===== src/rtl/moore_seq_detector.sv =====
// Moore serial pattern detector: runtime-loadable PAT_W-bit pattern, overlap/non-overlap modes,
// saturating match counter. Optional sticky irq output is enabled by defining MOORE_SEQ_IRQ_EN.
module moore_seq_detector #(
  parameter int unsigned        PAT_W   = 4,
  parameter logic [PAT_W-1:0]   PAT_RST = 4'b1101,
  parameter int unsigned        CNT_W   = 8
) (
  input  logic             clk,
  input  logic             rst,
  input  logic             en,
  input  logic             i,
  input  logic             pat_load,
  input  logic [PAT_W-1:0] pat_in,
  input  logic             overlap,
  input  logic             cnt_clr,
`ifdef MOORE_SEQ_IRQ_EN
  input  logic             irq_clr,
  output logic             irq,
`endif
  output logic             o,
  output logic [CNT_W-1:0] match_cnt
);

  localparam int unsigned      FW        = $clog2(PAT_W + 1);
  localparam logic [FW-1:0]    FILL_FULL = FW'(PAT_W);

  logic [PAT_W-1:0] pattern_q;
  logic [PAT_W-1:0] hist_q, hist_d;
  logic [FW-1:0]    fill_q, fill_d, fill_base;
  logic             match_q, match_d;
  logic [CNT_W-1:0] cnt_q;
  logic             hit;

  always_comb begin
    // Non-overlap mode: the bit following a match starts a fresh window.
    fill_base = (match_q && !overlap) ? '0 : fill_q;
    fill_d    = (fill_base == FILL_FULL) ? FILL_FULL : fill_base + 1'b1;
    hist_d    = {hist_q[PAT_W-2:0], i};
    match_d   = (fill_d == FILL_FULL) && (hist_d == pattern_q);
    hit       = en && !pat_load && match_d;
  end

  always_ff @(posedge clk or posedge rst) begin
    if (rst) begin
      pattern_q <= PAT_RST;
      hist_q    <= '0;
      fill_q    <= '0;
      match_q   <= 1'b0;
      cnt_q     <= '0;
    end else begin
      if (pat_load) begin
        pattern_q <= pat_in;
        hist_q    <= '0;
        fill_q    <= '0;
        match_q   <= 1'b0;
      end else if (en) begin
        hist_q    <= hist_d;
        fill_q    <= fill_d;
        match_q   <= match_d;
      end

      if (cnt_clr) begin
        cnt_q <= hit ? CNT_W'(1) : '0;
      end else if (hit && (cnt_q != {CNT_W{1'b1}})) begin
        cnt_q <= cnt_q + 1'b1;
      end
    end
  end

`ifdef MOORE_SEQ_IRQ_EN
  logic irq_q;

  // Set has priority over clear so a coincident match is never lost.
  always_ff @(posedge clk or posedge rst) begin
    if (rst) begin
      irq_q <= 1'b0;
    end else if (hit) begin
      irq_q <= 1'b1;
    end else if (irq_clr) begin
      irq_q <= 1'b0;
    end
  end

  assign irq = irq_q;
`endif

  assign o         = match_q;
  assign match_cnt = cnt_q;

endmodule


===== config.mk =====
export PLATFORM = sky130hd
export DESIGN_NAME = moore_seq_detector
export DESIGN_NICKNAME = d
export VERILOG_FILES = /design/src/rtl/moore_seq_detector.sv
export SDC_FILE = /design/constraint.sdc
export NUM_CORES = 1
export LEC_CHECK = 0
export ABC_AREA = 1
export CAP_MARGIN = 15
export CORE_ASPECT_RATIO = 0.8
export CORE_UTILIZATION = 60
export DETAILED_ROUTE_END_ITERATION = 6
export DONT_BUFFER_PORTS = 1
export PLACE_DENSITY_LB_ADDON = 0.12
export SLEW_MARGIN = 10
export SYNTH_ARGS = -nofsm -noshare
export SYNTH_HDL_FRONTEND = slang
export SYNTH_SLANG_ARGS = --single-unit

===== constraint.sdc =====
create_clock -name clk -period 2.2 [get_ports clk]
set_input_delay 0.11 -clock clk [delete_from_list [all_inputs] [get_ports clk]]
set_output_delay 0.11 -clock clk [all_outputs]
set_load 0.05 [all_outputs]

# [Word-level counts from Yosys, hierarchy flattened]
# Cells that the tools add are included.
# Widths: inputs -> output; s select.
[op_classes] n_addsub=2 n_eq_ne=4 mux=11 n_reduce_logical=9
[op_table] op="$mux 3" n=6
[op_table] op="$mux 8" n=2
[op_table] op="$add 8x1->8 const B" n=1
[op_table] op="$ne 8x8->1 const B" n=1
[op_table] op="$eq 3x3->1 const B" n=2
[op_table] op="$logic_and 1x1->1" n=5
[op_table] op="$eq 4x4->1" n=1
[op_table] op="$reduce_bool 2->1" n=2
[op_table] op="$add 3x1->3 const B" n=1
[op_table] op="$mux 1" n=3
[op_table] op="$logic_not 1->1" n=2
[word_totals] ff_bits=19 out_inout_bits=9 elab_cells=31

# [Longest topological paths before layout]
[logic_depth] depth_word=11 depth_mapped=13 mapped_depth_nobuf=13

# [Worst setup path after synthesis]
# OpenSTA, ideal clock, no wires.
[synth_timing] path_kind="reg2reg" from="register match_q, in the netlist o" to="register cnt_q[7], in the netlist match_cnt[7]" arrival_ps=1833 setup_slack_ps=248 path_stages_with_launch=13 path_buffers=0 cell_sequence="dfrtp_1 nand2_1 nand2_1 inv_1 ha_1 inv_1 nor2_1 nand3_1 nand2_1 nor2_1 nand3_4 nand3_1 nand2_1"
[synth_between] elab_chain_cells=9 word_cells_on_any_way=10
[synth_rtl] element="start: declaration" line="30" source="logic match_q, match_d;"
[synth_rtl] element="start signal: assignment" line="59" source="match_q <= match_d;"
[synth_rtl] element="$logic_and 1x1->1 *" line="36" source="fill_base = (match_q && !overlap) ? '0 : fill_q;"
[synth_rtl] element="$mux 3 *" line="36"
[synth_rtl] element="$add 3x1->3 or $eq 3x3->1 (tied branches)" line="37" source="fill_d = (fill_base == FILL_FULL) ? FILL_FULL : fill_base + 1'b1;"
[synth_rtl] element="$mux 3 *" line="37"
[synth_rtl] element="$eq 3x3->1 *" line="39" source="match_d = (fill_d == FILL_FULL) && (hist_d == pattern_q);"
[synth_rtl] element="$logic_and 1x1->1 *" line="39"
[synth_rtl] element="$logic_and 1x1->1 *" line="40" source="hit = en && !pat_load && match_d;"
[synth_rtl] element="$logic_and 1x1->1 *" line="64" source="end else if (hit && (cnt_q != {CNT_W{1'b1}})) begin"
[synth_rtl] element="$reduce_bool 2->1 (no source line) *"
[synth_rtl] element="end signal: assignment" line="63" source="cnt_q <= hit ? CNT_W'(1) : '0;"
[synth_rtl] element="end signal: assignment" line="65" source="cnt_q <= cnt_q + 1'b1;"
[synth_rtl] element="end: declaration" line="31" source="logic [CNT_W-1:0] cnt_q;"
# Every way passes the cells marked *; elsewhere a longest branch is shown, timed or not.
# A chain may end at the register's enable or synchronous reset.

# [Worst setup path after layout]
[layout_timing] from="register match_q, in the netlist o" to="register cnt_q[4], in the netlist match_cnt[4]"
# The elaborated chain is that of the path after synthesis.

==> results.json <==
{
  "seq_area_sq_um": 479,
  "skew_ns": 0.00701,
  "postSynthAreaPerCell_sq_um": 7.23,
  "grt_max_degree": 20,
  "maxSlewViolCount": 0,
  "cts_max_level": 1,
  "fmax_ghz": 0.528,
  "io_pins": 20,
  "synthTopCellsByArea": "dfrtp_1 33%, nand2_1 15%, inv_1 8.9%",
  "clock_path_buffers": 2,
  "initialDrtViolationCount": 46,
  "setup_slack_ns": 0.305,
  "fin_tns_setup_ns": 0,
  "via_count": 1144,
  "worstSkewPairLatency_ns": 0.30,
  "multi_input_area_sq_um": 602,
  "wl_per_cell_um": 13.2,
  "drive_gt1_share_pct": 13.4,
  "max-vdd-ir-drop_mv": 0.439,
  "synth_top_cell_by_area": "dfrtp_1",
  "syn_nets": 183,
  "cts_made_buffers": 3,
  "status": "complete, no violations",
  "syn_area_sq_um": 1220,
  "initial_core_util_pct": 64.6,
  "rsz0062_at_grt": "false",
  "yosysWarnings": 0,
  "finalHoldViolations": 0,
  "fin_nets": 202,
  "synth_top_area_share_pct": 32.8,
  "grt_antenna_before_repair": 0,
  "hold_ws_ns": 0.0267,
  "cp_slowest_stage_delay_ns": 0.39,
  "first_pass_iters": 4,
  "ys_types": 23,
  "cts.sinks": 19,
  "die_h_um": 42.4,
  "fillerInstances": 150,
  "p_per_area_nw_per_um2": 461,
  "setup_viol": 0,
  "cp-end-kind": "flop",
  "n_antenna_cell": 0,
  "grt.overflow.total": 0,
  "dp_hpwl_um": 2020,
  "design.core.area_sq_um": 1890,
  "area_growth_syn_to_layout_pct": 15.1,
  "crit_path_start_kind": "flop",
  "hold_path.class": "in -> reg",
  "path_max_fanout": 7,
  "post-cts-setup-buffer-count": 0,
  "via_per_inst": 5.42,
  "synth_seq_cells": 19,
  "grt_pass1_wl_um": 4690,
  "crit_required_ns": 2.44,
  "grt_pass1_vias": 1057,
  "worstMarginPinSlew_ns": 0.728,
  "cpMostUsedCell": "nand2_1",
  "path_class": "reg -> reg",
  "core.rowCount": 14,
  "slew_headroom_pct": 51.4,
  "post-place-ws_ns": 0.364,
  "routed_wl_um": 2780,
  "p_leak_nw": 0.783,
  "ant_nets": 0,
  "portBuffers": 0,
  "die_area_sq_um": 2220,
  "clockRootBuffer": "clkbuf_4",
  "maxCapViolCount": 0,
  "min_period_ns": 1.89,
  "path_cells": "nand2_1, nand2_1, ha_1, nor2_4, nand2_1, nor2_1, nand2_1, nor2_4, nand4_1, nand2_1",
  "cts_hold_buf": 8,
  "gp_congestion": 0.848,
  "track_usage_pct": 29.6,
  "cts_tree": "yes",
  "synth.yosys.seq_area_share_pct": 39.2,
  "syn_inst": 169,
  "min_period_over_period_pct": 86.1,
  "critPathSlowestCell": "dfrtp_1",
  "critPathArrivalTime_ns": 2.13,
  "cts.repair.resized": 0,
  "die_w_um": 52.4,
  "drcViolationCount": 0,
  "clk_pin_slew_ns": 0.10
}
## state kept, by name, summed over array words and instances (netlist names)
name,count
o,1
match_cnt,8
pattern_q,4
fill_q,3
hist_q,3
## worst max-delay path: cells and delay by family (launching register included)
| kind | cells | cell delay [ns] |
|---|---|---|
| and+or+nand+nor | 9 | 1.09 |
| adders and majority gates | 1 | 0.36 |
| DFF | 1 | 0.39 |
## synth_stat cells (all sizes together)
cell	instances
o22ai	6
nor3	1
xor2	3
dfstp	3
dfrtp	16
nand3	18
o21ai	5
inv	31
ha	3
nand4	9
nor2	15
clkbuf	1
a21oi	2
or2	1
nand2	52
buf	2
clkinv	1
## power breakdown
part	leakage [nW]	switching (W)	internal, W
Clock	0.0150	0.000104	0.0000707
Combinational	0.517	0.0000645	0.0000359
Sequential	0.251	0.00000801	0.000365
## stage by stage
step | instances | instance area, sq um | power [W] | utilization [%]
6_report | 211 | 1410 | 0.000648 | 74.3
5_1_grt | 211 | 1410 | 0.000679 | 74.3
4_1_cts | 211 | 1410 | 0.000649 | 74.3
3_5_place_dp | 199 | 1300 | 0.000463 | 68.7
3_3_place_gp | 199 | 1300 | 0.000458 | 68.7
2_1_floorplan | 169 | 1220 | 0.000449 | -
## placed cells by master, fill, tap and decap left out, types with 5 or more instances in the layout
cell type      instances
buf_4                  9
nor2_1                13
dfrtp_1               16
nand3_1               17
inv_1                 29
dlygate4sd3_1          8
nand4_1                9
o21ai_0                5
nand2_1               49
o22ai_1                6
## final cells by class
class | count | share of cell area (%)
clock buffer | 4 | 1.87
inverter | 32 | 8.55
multi-input combinational | 115 | 42.8
sequential | 19 | 34.1
tap | 24 | 2.14
timing repair buffer | 17 | 10.5
## layer usage
| layer | track usage (%) | wire length [um] | vias up |
|---|---|---|---|
| li1 | - | - | 574 |
| met1 | 39.4 | 1270 | 522 |
| met2 | 47.1 | 1320 | 44 |
| met3 | 8.70 | 177 | 4 |
| met4 | 7.37 | 22 | 0 |
| met5 | 0 | 0 | - |
## logic make-up (layout without fill, tap and decap cells)
kind of cell / after synthesis / in the layout / synth area share [%]
adder cells (fa/ha/maj): 3 / 3 / 3.07
AND/OR/NAND/NOR: 96 / 96 / 38.1
flip-flops: 19 / 19 / 39.2
XOR/XNOR: 3 / 3 / 2.15
buffers and inverters: 35 / 53 / 11.5
AO/OA/AOI/OAI: 13 / 13 / 5.94
## path summary, 6_finish.rpt
| kind | start | end | slack [ns] | cells after the start |
|---|---|---|---|---|
| max | o | match_cnt[4] | 0.31 | 10 |
| min in group asynchronous | rst | hist_q[0] | 0.36 | 2 |
| min | en | hist_q[0] | 0.03 | 2 |
| max in group asynchronous | rst | pattern_q[1] | 1.38 | 2 |
| max reg2reg | o | match_cnt[4] | 0.31 | 10 |
| min reg2reg | fill_q[1] | fill_q[1] | 0.55 | 2 |
(Power assumes the default switching activity.)
